`src/rtl/bus_grant_arbiter_pkg.sv`:
```
// Shared definitions for the datapath bus arbiter: bus geometry, FSM states
// and the index of each bus source.
package bus_arb_pkg;

    localparam int N_BUS_SRC = 32;
    localparam int BUS_SEL_W = 5;

    typedef enum logic [1:0] {
        IDLE,
        OWN,
        TURN
    } arb_state_t;

    localparam int SRC_R0     = 0;
    localparam int SRC_R1     = 1;
    localparam int SRC_R2     = 2;
    localparam int SRC_R3     = 3;
    localparam int SRC_R4     = 4;
    localparam int SRC_R5     = 5;
    localparam int SRC_R6     = 6;
    localparam int SRC_R7     = 7;
    localparam int SRC_R8     = 8;
    localparam int SRC_R9     = 9;
    localparam int SRC_R10    = 10;
    localparam int SRC_R11    = 11;
    localparam int SRC_R12    = 12;
    localparam int SRC_R13    = 13;
    localparam int SRC_R14    = 14;
    localparam int SRC_R15    = 15;
    localparam int SRC_HI     = 16;
    localparam int SRC_LO     = 17;
    localparam int SRC_ZHI    = 18;
    localparam int SRC_ZLO    = 19;
    localparam int SRC_PC     = 20;
    localparam int SRC_MDR    = 21;
    localparam int SRC_INPORT = 22;
    localparam int SRC_C      = 23;

endpackage

```
`src/rtl/bus_grant_arbiter_if.sv`:
```
// Request/grant bundle between the bus sources (master) and the arbiter (slave).
interface bus_grant_arbiter_if
    import bus_arb_pkg::*;
#(
    parameter int N     = N_BUS_SRC,
    parameter int SEL_W = BUS_SEL_W
);
    logic [N-1:0]     req;
    logic [N-1:0]     mask;
    logic [N-1:0]     gnt;
    logic [SEL_W-1:0] gnt_sel;
    logic             gnt_valid;
    logic             timeout;

    modport master (output req, mask, input gnt, gnt_sel, gnt_valid, timeout);
    modport slave  (input req, mask, output gnt, gnt_sel, gnt_valid, timeout);
endinterface

```
`src/rtl/bus_grant_arbiter_rr_pick.sv`:
```
// Combinational round-robin picker: first eligible source at or above ptr,
// wrapping from N-1 back to 0.
module rr_pick
    import bus_arb_pkg::*;
#(
    parameter int N     = N_BUS_SRC,
    parameter int SEL_W = BUS_SEL_W
) (
    input  logic [N-1:0]     elig,
    input  logic [SEL_W-1:0] ptr,
    output logic             any,
    output logic [SEL_W-1:0] win_idx,
    output logic [N-1:0]     win_onehot
);
    logic [N-1:0]     rot;
    logic [SEL_W-1:0] off;

    // NOTE: every output and temporary gets a default before any branch so
    // no path leaves a value unassigned and no latch is inferred.
    always_comb begin
        any        = |elig;
        rot        = N'({elig, elig} >> ptr);
        off        = '0;
        win_onehot = '0;
        // Downward scan leaves the lowest set bit of the rotated vector.
        for (int i = N - 1; i >= 0; i--) begin
            if (rot[i]) off = SEL_W'(i);
        end
        win_idx = off + ptr;
        if (any) win_onehot[win_idx] = 1'b1;
    end
endmodule

```
`src/rtl/bus_grant_arbiter.sv`:
```
// Round-robin bus arbiter: registered one-hot grant, bounded hold time and a
// dead turnaround cycle between successive owners.
module bus_grant_arbiter
    import bus_arb_pkg::*;
#(
    parameter int N        = N_BUS_SRC,
    parameter int SEL_W    = BUS_SEL_W,
    parameter int MAX_HOLD = 16
) (
    input  logic              clk,
    input  logic              clr,
    bus_grant_arbiter_if.slave bus
);
    localparam logic [7:0] HOLD_LIMIT = 8'(MAX_HOLD);

    logic [N-1:0]     elig;
    logic             pick_any;
    logic [SEL_W-1:0] pick_idx;
    logic [N-1:0]     pick_onehot;

    arb_state_t       state_q, state_d;
    logic [SEL_W-1:0] ptr_q, ptr_d;
    logic [SEL_W-1:0] sel_q, sel_d;
    logic [N-1:0]     gnt_q, gnt_d;
    logic             valid_q, valid_d;
    logic             timeout_q, timeout_d;
    logic [7:0]       cnt_q, cnt_d;

    assign elig = bus.req & ~bus.mask;

    rr_pick #(.N(N), .SEL_W(SEL_W)) u_pick (
        .elig       (elig),
        .ptr        (ptr_q),
        .any        (pick_any),
        .win_idx    (pick_idx),
        .win_onehot (pick_onehot)
    );

    // NOTE: state registers use non-blocking assignments so every flop samples
    // the pre-edge values regardless of statement order.
    always_ff @(posedge clk or posedge clr) begin
        if (clr) begin
            state_q   <= IDLE;
            ptr_q     <= '0;
            sel_q     <= '0;
            gnt_q     <= '0;
            valid_q   <= 1'b0;
            timeout_q <= 1'b0;
            cnt_q     <= '0;
        end else begin
            state_q   <= state_d;
            ptr_q     <= ptr_d;
            sel_q     <= sel_d;
            gnt_q     <= gnt_d;
            valid_q   <= valid_d;
            timeout_q <= timeout_d;
            cnt_q     <= cnt_d;
        end
    end

    always_comb begin
        state_d   = state_q;
        ptr_d     = ptr_q;
        sel_d     = sel_q;
        gnt_d     = gnt_q;
        valid_d   = valid_q;
        timeout_d = 1'b0;
        cnt_d     = cnt_q;
        unique case (state_q)
            IDLE: begin
                if (pick_any) begin
                    state_d = OWN;
                    sel_d   = pick_idx;
                    gnt_d   = pick_onehot;
                    valid_d = 1'b1;
                    cnt_d   = 8'd1;
                end
            end
            OWN: begin
                if (elig[sel_q] && cnt_q < HOLD_LIMIT) begin
                    cnt_d = cnt_q + 8'd1;
                end else begin
                    // A still-eligible owner here can only mean the hold limit hit.
                    timeout_d = elig[sel_q];
                    state_d   = TURN;
                    ptr_d     = sel_q + SEL_W'(1);
                    sel_d     = '0;
                    gnt_d     = '0;
                    valid_d   = 1'b0;
                    cnt_d     = '0;
                end
            end
            TURN: state_d = IDLE;
            default: state_d = IDLE;
        endcase
    end

    assign bus.gnt       = gnt_q;
    assign bus.gnt_sel   = sel_q;
    assign bus.gnt_valid = valid_q;
    assign bus.timeout   = timeout_q;
endmodule

```
`src/flat_wrapper.sv`:
```
// flat-port wrapper written by rule: the top's interface ports become plain ports
module bus_grant_arbiter_flat import bus_arb_pkg::*;
#(
    parameter int N        = N_BUS_SRC,
    parameter int SEL_W    = BUS_SEL_W,
    parameter int MAX_HOLD = 16
)
  (clk, clr, bus_req, bus_mask, bus_gnt, bus_gnt_sel, bus_gnt_valid, bus_timeout);
  bus_grant_arbiter_if #(.N(N), .SEL_W(SEL_W)) bus_i ();
  input  logic clk;
  input  logic clr;
  input wire logic [$bits(bus_i.req)-1:0] bus_req;
  input wire logic [$bits(bus_i.mask)-1:0] bus_mask;
  output wire logic [$bits(bus_i.gnt)-1:0] bus_gnt;
  output wire logic [$bits(bus_i.gnt_sel)-1:0] bus_gnt_sel;
  output wire logic [$bits(bus_i.gnt_valid)-1:0] bus_gnt_valid;
  output wire logic [$bits(bus_i.timeout)-1:0] bus_timeout;
  assign bus_i.req = bus_req;
  assign bus_i.mask = bus_mask;
  assign bus_gnt = bus_i.gnt;
  assign bus_gnt_sel = bus_i.gnt_sel;
  assign bus_gnt_valid = bus_i.gnt_valid;
  assign bus_timeout = bus_i.timeout;
  bus_grant_arbiter #(.N(N), .SEL_W(SEL_W), .MAX_HOLD(MAX_HOLD)) u_core (.clk(clk), .clr(clr), .bus(bus_i));
endmodule
```
`config.mk`:
```
export PLATFORM = sky130hd
export DESIGN_NAME = bus_grant_arbiter_flat
export DESIGN_NICKNAME = d
export VERILOG_FILES = /design/src/rtl/bus_grant_arbiter_pkg.sv /design/src/rtl/bus_grant_arbiter_if.sv /design/src/rtl/bus_grant_arbiter_rr_pick.sv /design/src/rtl/bus_grant_arbiter.sv /design/src/flat_wrapper.sv
export SDC_FILE = /design/constraint.sdc
export NUM_CORES = 1
export LEC_CHECK = 0
export BUFFER_PORTS_ARGS = -buffer_cell sky130_fd_sc_hd__buf_2
export CAP_MARGIN = 0
export CORE_UTILIZATION = 50
export DETAILED_ROUTE_END_ITERATION = 8
export PLACE_DENSITY = 0.72
export RECOVER_POWER = 50
export SLEW_MARGIN = 0
export SYNTH_ARGS = -nofsm -noshare
export SYNTH_HDL_FRONTEND = slang
export SYNTH_SLANG_ARGS = --single-unit
```
`constraint.sdc`:
```
create_clock -name clk -period 7.65 [get_ports clk]
set_input_delay 1.1475 -clock clk [delete_from_list [all_inputs] [get_ports clk]]
set_output_delay 1.1475 -clock clk [all_outputs]
set_load 0.02 [all_outputs]
```
== Word level (Yosys, flattened, before mapping) ==
Cells that the tools add are included.
Storage, ports and cells
  output and inout port bits: 39
  flip-flop bits (word level): 54
Cells by class
  add/sub/neg operators: 3
  muxes and demuxes: 53
  eq/ne operators: 3
  reductions and logical operators: 9
  order comparisons: 4
  bitwise gates (word level): 3
  shift operators: 1
Operators with widths (number)
  5-bit two-way mux: 34
  32-bit two-way mux: 2
  32-bit one-hot mux with 2 select lines: 1
  64-bit by 5-bit right shift with 32-bit output: 1
  32-bit bitwise AND: 1
  32-bit NOT: 1
  32-bit OR reduction: 1
  8-bit two-way mux: 2
  8-bit one-hot mux with 2 select lines: 1
  5-bit by 6-bit < comparator with 1-bit output, second input constant: 2
  5-bit one-hot mux with 2 select lines: 1
  8-bit by 1-bit adder with 8-bit output, second input constant: 1
  8-bit by 5-bit < comparator with 1-bit output, second input constant: 1
  1-bit two-way mux: 6
  2-bit AND reduction: 3
  5-bit by 1-bit adder with 5-bit output, second input constant: 1
  5-bit adder: 1
  1-bit binary-select mux with 5-bit select: 1
  1-bit demux with 5-bit select: 1
  5-bit by 1-bit >= comparator with 1-bit output, second input constant: 1
  2-bit two-way mux: 2
  2-bit one-hot mux with 2 select lines: 1
  3-bit AND reduction: 1
  2-bit by 1-bit == test with 1-bit output, second input constant: 1
  7 further kinds: 8

== Depth between registers and ports, before layout ==
  depth in word-level cells: 42
  depth in mapped cells: 19
  mapped depth without buffers: 16

== Cells and area by module ==
A second synthesis with hierarchy kept.
Second synthesis, totals
  cells, all modules: 748
  area, all modules: 7938.9 µm²
By module, submodules not included
  rr_pick: seq. area each 0.0 µm², area an instance 5298.8 µm², instances 1, cells an instance 528
  bus_grant_arbiter: seq. area each 1351.3 µm², area an instance 2640.0 µm², instances 1, cells an instance 220

== Worst setup path after synthesis ==
No wires, ideal clock.
  path kind: in2reg
  start: in bus_mask[16]
  end: reg u_core.gnt_q[1] (netlist: u_core.bus.gnt[1])
  library setup time: 0.122 ns
  buffers on the path: 1
  arrival time: 4.922 ns
  stages: 16
  setup slack: 2.606 ns
  cell sequence: nand2b_1 -> mux4_1 -> mux2_2 -> mux4_2 -> nor2b_1 -> a21o_1 -> a21oi_1 -> o211ai_1 -> a22o_1 -> fa_1 -> a21o_1 -> a21oi_1 -> xnor2_1 -> xor2_2 -> buf_6 -> a32o_1
On the way
  longest elaborated chain between the ends: 42
  elaborated cells between the ends (all ways): 50
RTL lines
  start: declaration: RTL line flat_wrapper.sv:13  | input wire logic [$bits(bus_i.mask)-1:0] bus_mask;
  32-bit NOT *: RTL line bus_grant_arbiter.sv:29  | assign elig = bus.req & ~bus.mask;
  32-bit bitwise AND *: RTL line bus_grant_arbiter.sv:29
  64-bit by 5-bit right shift with 32-bit output: RTL line bus_grant_arbiter_rr_pick.sv:22  | rot = N'({elig, elig} >> ptr);
  5-bit two-way mux (32 in a row): RTL line bus_grant_arbiter_rr_pick.sv:27  | if (rot[i]) off = SEL_W'(i);
  5-bit adder: RTL line bus_grant_arbiter_rr_pick.sv:29  | win_idx = off + ptr;
  5-bit by 6-bit < comparator with 1-bit output (not written as such) / 5-bit by 1-bit >= comparator with 1-bit output (equally long branches): RTL line bus_grant_arbiter_rr_pick.sv:30  | if (any) win_onehot[win_idx] = 1'b1;
  1-bit logical AND (not written as such): RTL line bus_grant_arbiter_rr_pick.sv:30
  1-bit two-way mux (not written as such): RTL line bus_grant_arbiter_rr_pick.sv:30
  1-bit demux with 5-bit select: RTL line bus_grant_arbiter_rr_pick.sv:30
  32-bit two-way mux: RTL line bus_grant_arbiter.sv:71  | if (pick_any) begin
  32-bit one-hot mux with 2 select lines: RTL line bus_grant_arbiter.sv:69  | unique case (state_q)
  end signal: assignment: RTL line bus_grant_arbiter.sv:54  | gnt_q <= gnt_d;
  end: declaration: RTL line bus_grant_arbiter.sv:24  | logic [N-1:0] gnt_q, gnt_d;
Every way passes the cells marked *; elsewhere a longest branch is shown, timed or not. The select of a mux whose other input is x is not followed.
A chain may end at the register's enable or synchronous reset.

== Worst setup path after layout ==
  start: reg u_core.ptr_q[0]
  end: reg u_core.gnt_q[14] (netlist: u_core.bus.gnt[14])
On the way
  longest elaborated chain between the ends: 40
  elaborated cells between the ends (all ways): 41
RTL lines
  start: declaration: RTL line bus_grant_arbiter.sv:22  | logic [SEL_W-1:0] ptr_q, ptr_d;
  start signal: assignment: RTL line bus_grant_arbiter.sv:52  | ptr_q <= ptr_d;
  64-bit by 5-bit right shift with 32-bit output: RTL line bus_grant_arbiter_rr_pick.sv:22
  5-bit two-way mux (32 in a row): RTL line bus_grant_arbiter_rr_pick.sv:27
  5-bit adder *: RTL line bus_grant_arbiter_rr_pick.sv:29
  5-bit by 6-bit < comparator with 1-bit output (not written as such) / 5-bit by 1-bit >= comparator with 1-bit output (equally long branches): RTL line bus_grant_arbiter_rr_pick.sv:30
  1-bit logical AND (not written as such): RTL line bus_grant_arbiter_rr_pick.sv:30
  1-bit two-way mux (not written as such): RTL line bus_grant_arbiter_rr_pick.sv:30
  1-bit demux with 5-bit select *: RTL line bus_grant_arbiter_rr_pick.sv:30
  32-bit two-way mux *: RTL line bus_grant_arbiter.sv:71
  32-bit one-hot mux with 2 select lines *: RTL line bus_grant_arbiter.sv:69
Marked as above.

==> results.txt <==
----------------------------------------------------
[Drt]
  Wire length after detailed routing ... 16.3 mm
  DR vias ... approximately 5,000
  First-pass iteration count of the detailed router ... 7
  Average via count per standard cell ... 6.82
  DRC viols ... 2
  Initial DRC Count ... between 400 and 500
  Number of nets with antenna violations after routing ... 0
  Average detailed-routed wire length per instance ... 21.7 um

[Timing]
  RSZ-0062 raised after global routing ... no
  Final worst-path setup slack ... ~1.8 ns
  Tcrit/Tclk final ... 76.7%
  Final-report hold violation count ... 0
  Number of endpoints failing setup at the final stage ... 0
  Crit path time final ... roughly 6 ns
  Max Clock Freq ... approximately 0.17 GHz
  Worst clock skew ... around 0.0084 ns
  Final Max Tran Viols ... 55
  Setup TNS ... 0 ns
  Actual transition at the worst max-transition pin ... between 1.5 and 2 ns
  Worst slew slack as a fraction of its limit ... -29.1%
  Final worst hold slack ... 0.486 ns

[CTS]
  Clk Tree Root Cell ... clkbuf_16
  H-tree depth reported by CTS ... 2
  Postcts setup bufs ... 0
  Post_cts resized ... 0
  Clock latency reported for the late side of the worst-skew pair ... about 0.29 ns
  Clock slew at reported path FFs ... 0.07 ns
  Buffers from clock root to sink, at most ... 2
  Cts hold-fix bufs ... 0
  Clock buffer count from CTS ... 5
  Sink count of the clock tree ... 54
  TritonCTS clock tree ... done

[Synthesis]
  Combined area of all synthesized cells ... about 6100 sq um
  Number of synthesized register bits ... between 50 and 60
  Post-synthesis area per instance ... 11.4 sq um
  Total number of yosys warnings ... 0
  Post-synth ARST share ... 100%
  Sequential share of the synthesized area ... 22.2%
  Top FF cell, synth ... dfrtp_1
  Mapped Cells ... 533
  Post-Syn Nets ... 606
  EDFF count, synth ... 0
  Netlist cell types ... 64

[Layout]
  Final cell area excluding filler cells ... 6660 sq um
  Fraction of layout cells with a size suffix above 1 ... around 30%
  Antenna cells ... 0
  FF/Latch Area ... 1350 sq um
  Synthesis-to-finish area growth ... 9.58%
  Layout filler cell count ... 1,001
  Area used by multi-input combinational logic ... 4420 sq um
  Nets@finish ... ~680

[Global routing]
  Largest net degree at the start of global routing ... 55
  Wire length of the first global-routing pass ... about 27 mm
  Global routing usage summed across all routing layers ... 26.8%
  Residual overflow from global routing ... 0
  Number of global-route vias before repair ... just over 5,000
  Antenna violations before repair ... 0

[Worst setup path]
  Crit Reg-Reg Endpoint ... u_core.bus.gnt[14]
  Critical path data required time ... just under 8 ns
  Reg2Reg Depth ... 17
  Worst-path fanout max ... 23
  Slowest stage cell, crit path ... dfrtp_1
  Arrival time at the worst endpoint ... 6.09 ns
  Sort of element at the start of the critical path ... flop
  Critical Setup Path Class ... reg2reg
  Worst flop-to-flop path startpoint ... u_core.ptr_q[0]
  Critical Path End Type ... flop
  Biggest cell delay along the critical path ... 0.93 ns
  Register-to-register path setup slack ... about 1.8 ns
  Worst path cell trace ... buf_4 -> nor4bb_1 -> nor4_1 -> mux4_2 -> mux2i_1 -> or3_1 -> nor3_1 -> o21ai_0 -> a31oi_1 -> a211oi_1 -> ha_1 -> fa_1 -> a21o_1 -> a21oi_1 -> xnor2_1 -> xor2_2 -> a32o_1

[Floorplanning]
  Die span in y ... between 100 and 150 um
  Die Area ... roughly 13,000 sq um
  Die boundary width ... roughly 110 um
  Initial Utilization ... 52.3%
  Number of rows created at floorplan ... 39
  Top-Level Pins ... 105
  Area of the core region ... between 10,000 and 15,000 sq um

[Worst hold path]
  Worst min path class ... reg2reg
  Hold Crit Depth ... 1
  Hold Crit Endpoint ... u_core.bus.gnt_valid
  Startpoint of the lowest-slack hold path ... u_core.bus.gnt_valid

[Placed design]
  Total cell area at the placement stage ... 6560 sq um
  Routability congestion estimate ... 0.906
  Half-perimeter wire length after placement ... between 10 and 15 mm
  Port-buffer cells ... roughly 100
  Setup WS pre-CTS ... about 1.7 ns

[Power]
  Leakage power ... 0.00265 uW
  Power Dens Cells ... about 440 nW/um^2
  Highest ir drop seen on vdd ... around 200 uV
  Total design power ... between 2000 and 3000 uW

[Status]
  Outcome ... complete, but fails checks
  Violations in the final reports ... DRC, capacitance limit, slew limit

[Run]
  Max Cap Violations ... 1

----------------------------------------------------
-- how the worst max path moves through the flow --
stage,from,endpoint,slack [ns]
finish,u_core.ptr_q[0],u_core.bus.gnt[14],1.78
global route,u_core.ptr_q[0],u_core.bus.gnt[10],1.45
CTS,u_core.ptr_q[0],u_core.bus.gnt[26],1.83
detailed placement,bus_req[9],u_core.bus.gnt[16],1.74
global placement,bus_mask[16],u_core.bus.gnt[12],1.76
floorplan,bus_mask[16],u_core.bus.gnt[1],2.61
-- area by class of cell --
type | instances | share of cell area, %
well taps | 143 | 2.69
multi-input cells | 429 | 66.4
clock inverters | 2 | 0.226
clock buffers | 5 | 1.88
flip-flops and latches | 54 | 20.3
inverters | 9 | 0.583
repair buffers | 110 | 7.86
-- synthesized netlist by cell type (12+ instances only) --
master | number | area (sq um)
o21ai_0 | 14 | 70.1
mux2_2 | 25 | 282
nand2_1 | 24 | 90.1
dfrtp_1 | 54 | 1350
mux2i_1 | 21 | 210
nand2b_1 | 37 | 231
nor2_1 | 24 | 90.1
and2b_1 | 15 | 113
a32o_1 | 33 | 330
nor2b_1 | 23 | 144
nor4bb_1 | 12 | 120
mux4_2 | 64 | 1440
-- metal layers --
metal / GRT usage (%) / routed length (um) / vias to the layer above
li1: - / - / 2305
met1: 37.1 / 6900 / 2567
met2: 44.5 / 7990 / 228
met3: 4.16 / 1140 / 25
met4: 6.31 / 257 / 0
met5: 0 / 0 / -
-- cells by family after synthesis --
kind of cell / after synthesis / synth area share, %
AO/OA/AOI/OAI: 90 / 11.9
buffers and inverters: 50 / 4.94
flip-flops: 54 / 22.2
adder cells (fa/ha/maj): 7 / 1.57
AND/OR/NAND/NOR: 198 / 20.6
XOR/XNOR: 13 / 2.12
multiplexers: 121 / 36.6
-- registers in the layout, summed over array words and instances, names as in the netlist --
signal                flops
u_core.ptr_q              5
u_core.bus.gnt_valid      1
u_core.bus.gnt_sel        5
u_core.bus.timeout        1
u_core.state_q            2
u_core.bus.gnt           32
u_core.cnt_q              8
-- worst max-delay path, delay by kind of cell, from the launching register on --
family	cells	cell delay, ns
simple gates	4	1.39
compound gates	6	0.99
flops	1	0.93
xor+xnor	2	0.87
fa+ha+maj	2	0.61
mux	2	0.52
buf+inv	1	0.44
-- report_power, final --
part           internal [uW]  total, uW  leakage [uW]  switching, uW
clock network            119        217     0.0000619           98.0
registers                345        429      0.000732           84.0
logic                    944       2290       0.00186           1350
total                   1410       2940       0.00265           1530
-- per-stage QoR --
step	utilization, %	instances
after global routing	57.3	752
after CTS	57.7	752
final	57.3	752
after floorplan	-	533
after global placement	56.5	745
after detailed placement	56.5	745
-- cells in the final DEF, fill, tap and decap left out, types with 4 or more instances in the layout --
cell	n
a21o_1	6
a21oi_1	11
a22o_1	5
a32o_1	33
and2_1	8
and2b_1	15
and4b_1	7
buf_2	70
buf_4	6
clkbuf_1	34
clkbuf_16	5
dfrtp_1	53
ha_1	6
inv_1	6
mux2_2	25
mux2i_1	21
mux4_1	11
mux4_2	64
nand2_1	24
nand2b_1	37
nand3_1	9
nand4_1	8
nor2_1	24
nor2b_1	23
nor4_1	10
nor4b_1	6
nor4bb_1	12
o21ai_0	14
xnor2_1	7
xor2_1	4
(Power assumes the default switching activity.)
